### config.mk
export PLATFORM = sky130hd
export DESIGN_NAME = reset_seq
export DESIGN_NICKNAME = d
export VERILOG_FILES = /design/src/rtl/reset_pkg.sv /design/src/rtl/reset_seq.sv
export SDC_FILE = /design/constraint.sdc
export NUM_CORES = 1
export LEC_CHECK = 0
export BUFFER_PORTS_ARGS = -buffer_cell sky130_fd_sc_hd__buf_2
export CAP_MARGIN = 15
export CORE_UTILIZATION = 60
export DETAILED_ROUTE_END_ITERATION = 10
export PLACE_DENSITY = 0.86
export SLEW_MARGIN = 20
export SYNTH_ARGS = -nofsm -noshare
export SYNTH_HDL_FRONTEND = slang
export SYNTH_SLANG_ARGS = --single-unit
### constraint.sdc
create_clock -name in_clk -period 2.95 [get_ports in_clk]
set_input_delay 0.1475 -clock in_clk [delete_from_list [all_inputs] [get_ports in_clk]]
set_output_delay 0.1475 -clock in_clk [all_outputs]
set_load 0.02 [all_outputs]
### src/rtl/reset_pkg.sv
// Shared types and helpers for the multi-channel reset sequencer.
// Holds the sequencer state encoding and the next-channel priority pick.
package reset_pkg;

   localparam int MAX_CHANNELS = 16;

   typedef enum logic [1:0] {
      IDLE,
      ASSERT,
      RELEASE
   } rst_state_t;

   // Index of the lowest set bit; returns 0 for an all-zero vector, so callers gate with the bit itself.
   function automatic logic [3:0] lowest_set_index(input logic [MAX_CHANNELS-1:0] v);
      logic [3:0] idx;
      idx = '0;
      for (int i = MAX_CHANNELS - 1; i >= 0; i--) begin
         if (v[i]) begin
            idx = 4'(i);
         end
      end
      return idx;
   endfunction

endpackage

### src/rtl/reset_seq.sv
// Multi-channel reset sequencer: holds requested resets low for a minimum pulse,
// then releases them one by one in ascending order, queueing late requests.
module reset_seq
   import reset_pkg::*;
#(
   parameter int CHANNELS     = 4,
   parameter int PULSE_CYCLES = 4,
   parameter int GAP_CYCLES   = 2
) (
   input  logic                in_clk,
   input  logic                in_rst,
   input  logic [CHANNELS-1:0] in_req_n,
   output logic [CHANNELS-1:0] out_rst_n,
   output logic                out_busy,
   output logic                out_done
);

   localparam int CNT_MAX = (PULSE_CYCLES > GAP_CYCLES) ? PULSE_CYCLES : GAP_CYCLES;
   localparam int CNT_W   = $clog2(CNT_MAX + 1);

   rst_state_t          state_reg, state_next;
   logic [CNT_W-1:0]    cnt_reg, cnt_next;
   logic [CHANNELS-1:0] mask_reg, mask_next;
   logic [CHANNELS-1:0] pend_reg, pend_next;
   logic [CHANNELS-1:0] rst_n_reg, rst_n_next;
   logic                busy_reg, busy_next;
   logic                done_reg, done_next;

   logic [CHANNELS-1:0] req_vec;
   logic [CHANNELS-1:0] pick;
   logic [CHANNELS-1:0] start_set;
   logic [CHANNELS-1:0] new_req;
   logic [CHANNELS-1:0] late_req;
   logic [3:0]          low_idx;
   logic                pulse_hit;
   logic                gap_hit;

   assign req_vec = ~in_req_n;
   assign low_idx = lowest_set_index(MAX_CHANNELS'(mask_reg));

   // One-hot select of the next channel to release.
   generate
      for (genvar gi = 0; gi < CHANNELS; gi++) begin : g_pick
         assign pick[gi] = mask_reg[gi] && (low_idx == 4'(gi));
      end
   endgenerate

   // The counter holds completed cycles since the start/restart (or last release) edge.
   assign pulse_hit = (cnt_reg == CNT_W'(PULSE_CYCLES - 1));
   assign gap_hit   = (cnt_reg == CNT_W'(GAP_CYCLES - 1));

   assign start_set = req_vec | pend_reg;
   assign new_req   = req_vec & ~mask_reg;
   assign late_req  = req_vec & ~mask_reg & ~pend_reg;

   always_comb begin
      state_next = state_reg;
      cnt_next   = cnt_reg;
      mask_next  = mask_reg;
      pend_next  = pend_reg;
      rst_n_next = rst_n_reg;
      done_next  = 1'b0;

      case (state_reg)
         IDLE: begin
            if (start_set != '0) begin
               mask_next  = start_set;
               pend_next  = '0;
               rst_n_next = rst_n_reg & ~start_set;
               cnt_next   = '0;
               state_next = ASSERT;
            end
         end

         ASSERT: begin
            if (new_req != '0) begin
               // Joining channels extend the pulse for everyone.
               mask_next  = mask_reg | new_req;
               rst_n_next = rst_n_reg & ~new_req;
               cnt_next   = '0;
            end else if (pulse_hit) begin
               rst_n_next = rst_n_reg | pick;
               mask_next  = mask_reg & ~pick;
               cnt_next   = '0;
               if ((mask_reg & ~pick) == '0) begin
                  done_next  = 1'b1;
                  state_next = IDLE;
               end else begin
                  state_next = RELEASE;
               end
            end else begin
               cnt_next = cnt_reg + CNT_W'(1);
            end
         end

         RELEASE: begin
            // Channels outside the mask go low now and wait for the next sequence.
            pend_next  = pend_reg | late_req;
            rst_n_next = rst_n_reg & ~late_req;
            if (gap_hit) begin
               rst_n_next = (rst_n_reg & ~late_req) | pick;
               mask_next  = mask_reg & ~pick;
               cnt_next   = '0;
               if ((mask_reg & ~pick) == '0) begin
                  done_next  = 1'b1;
                  state_next = IDLE;
               end
            end else begin
               cnt_next = cnt_reg + CNT_W'(1);
            end
         end

         default: begin
            state_next = IDLE;
         end
      endcase

      busy_next = (state_next != IDLE) || (pend_next != '0);
   end

   always_ff @(posedge in_clk) begin
      if (!in_rst) begin
         state_reg <= ASSERT;
         cnt_reg   <= '0;
         mask_reg  <= '1;
         pend_reg  <= '0;
         rst_n_reg <= '0;
         busy_reg  <= 1'b1;
         done_reg  <= 1'b0;
      end else begin
         state_reg <= state_next;
         cnt_reg   <= cnt_next;
         mask_reg  <= mask_next;
         pend_reg  <= pend_next;
         rst_n_reg <= rst_n_next;
         busy_reg  <= busy_next;
         done_reg  <= done_next;
      end
   end

   assign out_rst_n = rst_n_reg;
   assign out_busy  = busy_reg;
   assign out_done  = done_reg;

endmodule
==> results.md <==
- Crit Path Class: reg -> reg
- Seq/Total Area, Yosys: about a quarter
- Lkg Pwr: 0.605 nW
- Final worst slack: roughly 0.78 ns
- Tmin final: ~2.2 ns
- Final WL: approximately 3400 um
- Worst R2R Start: state_reg[0]
- Slowest CP cell: ha_1
- Fraction of layout instances using a drive strength above 1: approximately an eighth
- Setup TNS: 0 ns
- Placeable Area: approximately 0.0022 mm^2
- TritonCTS clock tree: yes
- Crit-path leading delay family: adder cells
- Worst-Margin Slew: between 0.5 and 0.6 ns
- Worst rel slew slack: between 60% and 70%
- Yosys top cell by area: dfxtp_1
- Antenna violations before repair: 0
- CTS H-tree lvls: 1
- Setup violators final: 0
- Clock Skew: between 0.0015 and 0.002 ns
- Gate Count Post-Synth: approximately 180
- Die height: a little over 50 um
- Yosys cell types: 44
- IO buf count: 11
- Clock Power Share: about a tenth
- CTS root buf: clkbuf_4
- Remaining DRCs: 0
- Filler instances: 200
- RSZ-0062 raised after global routing: false
- DRT iter0 DRCs: 74
- Dpl cells: a little over 200
- Fin Hold WS: about 0.15 ns
- Largest net degree at the start of global routing: 20
- Ant diodes: 0
- Final period util: 73.5%
- Combinational Power Share: 62.7%
- Worst Hold Class: in -> reg
- Seq cells post-synth: 19
- Peak supply drop: 0.762 mV
- Largest fanout on the critical path: 19
- First-pass GRT wire length: ~6000 um
- Avg WL per Cell: 16.6 um
- Mapped Avg Cell Area: 8.07 um^2
- Hold Fails Final Rpt: 0
- GRT Total Usage: a little under a third
- Required time of the critical path: 3.15 ns
- Most frequent cells in the layout: 19 x a21oi_1, 19 x dfxtp_1, 14 x inv_1
- Nets: about 200
- Max-cap violations: 0
- Non-filler cells, final: approximately 210
- Sw Ratio: ~50%
- Worst Setup Start Kind: flip-flop
- Int Pwr: about 710 uW
- Net switching power: between 700 and 800 uW
- Critical path, cell by cell: inv_1 > ha_1 > inv_1 > nor2_1 > a21o_1 > o21ai_0 > a32o_1
- CTS sink cnt: 19
- Setup Buffers After CTS: 0
- Area grow syn2layout: 2.89%
- Routed vias: between 1000 and 1500
- Max incr delay on CP: around 0.67 ns
- Post-route ant nets: 0
- Clock latency on the worst-skew pair: 0.30 ns
- DIE AREA: ~0.0026 mm^2
- Clk slew on worst S/H paths: about 0.11 ns
- Fmax: around 0.46 GHz
- Setup WS pre-CTS: approximately 0.84 ns
- # hold bufs at CTS: 0
- Critical Path Source: state_reg[0]
- DP HPWL: ~2600 um
- Bufs on Longest Clock Path: 2
- Core Rows: 17
- Status: completed
- Power per cell area: a little under 1000 mW/mm^2
- Worst Setup End Kind: flip-flop
- Hold path startpoint: in_rst
- Synth top area cells: dfxtp_1 27%, ha_1 8.8%, a21oi_1 6.7%, inv_1 3.7%, nand2_1 3.4%
- Warnings, synthesis: 0
- Synthesized area: around 0.0014 mm^2
- Worst Path Arrival: 2.37 ns
- Sequential Power Share: around 28%
- Gp weighted congestion: between 0.8 and 0.9
- Final Max Slew Viols: 0
- Multi-input logic area: ~900 um^2
- Most used cell, CP: inv_1
- Boundary Pins: 12
- Flip-flop and latch area: 380 um^2
- Syn nets: slightly below 200
- Share of the synthesized area in the top cell type: roughly a quarter
- Total CTS buffers: 3
- GR Overflow Total: 0
- DR vias/cell: 6.63
- Die Width: ~50 um
- Starting Density: between 60 and 70%
- CTS-repair resized insts: 0
- Vias in the first global route: between 1000 and 1500
- Detailed Routing Iterations Pass 1: 4
- Worst Path Buf+Inv: 2
[cell families (layout without fill, tap and decap cells)]
family | Yosys count | after routing | synth area share, %
compound gates | 63 | 63 | 32.2
flops | 19 | 19 | 26.6
buf+inv | 26 | 29 | 8.94
mux | 1 | 1 | 0.789
simple gates | 58 | 58 | 22.7
fa+ha+maj | 10 | 10 | 8.76
[power groups by stage]
stage | Sequential [mW] | Combinational, mW | Clock, mW
2_1_floorplan | 0.345 | 0.785 | 0
3_3_place_gp | 0.391 | 0.841 | 0
3_5_place_dp | 0.395 | 0.864 | 0
4_1_cts | 0.389 | 0.869 | 0.137
5_1_grt | 0.400 | 0.991 | 0.146
6_report | 0.392 | 0.887 | 0.136
[metrics by stage]
step	power, mW	utilization [%]	area (um^2)
after global routing	1.54	65.8	1470
after floorplan	1.13	-	1430
final	1.42	65.8	1470
after global placement	1.23	64.6	1440
after detailed placement	1.26	64.6	1440
after CTS	1.40	65.8	1470
[cell type report]
type / instances / area share, %
clock buffers: 4 / 1.79
inverters: 14 / 3.58
multi-input cells: 132 / 62.6
flip-flops and latches: 19 / 25.9
well taps: 28 / 2.39
repair buffers: 11 / 3.75
[cell usage after synthesis (all sizes together)]
library cell / number
nand4: 4
o2111ai: 1
nor2b: 7
or2: 1
a32o: 4
nand3b: 1
mux2: 1
a41oi: 1
nand2b: 4
o21bai: 3
o211ai: 3
a31oi: 4
clkbuf: 3
a21o: 2
buf: 9
a221o: 1
a2111oi: 1
o22a: 2
a211o: 3
nand3: 10
nand2: 13
a21oi: 19
a21boi: 1
and3: 1
ha: 10
nor2: 13
o22ai: 4
nor4b: 1
o31ai: 4
and2b: 1
o211a: 1
o221a: 1
o311ai: 1
dfxtp: 19
and4bb: 2
o21ai: 7
inv: 14
[per-layer routing]
layer  global-route usage, %  vias up  part of all wire [%]
met3                    4.85        6                   7.9
met4                    9.72        0                   1.3
met1                    41.4      650                    43
met5                       0        -                     0
met2                    49.3       73                    48
li1                        -      650                     -
[path summary, 6_finish.rpt]
path / endpoint / slack (ns) / cells after the start
max: out_rst_n[0] / 0.78 / 7
min: mask_reg[0] / 0.15 / 2
max reg2reg: out_rst_n[0] / 0.78 / 7
min reg2reg: out_rst_n[3] / 0.50 / 1
[worst register-to-register path, stage by stage (launching register included)]
cell and delay [ns]:
dfxtp_1 0.41, inv_1 0.11, ha_1 0.67, inv_1 0.19, nor2_1 0.27, a21o_1 0.11
o21ai_0 0.07, a32o_1 0.26
(Power assumes the default switching activity.)
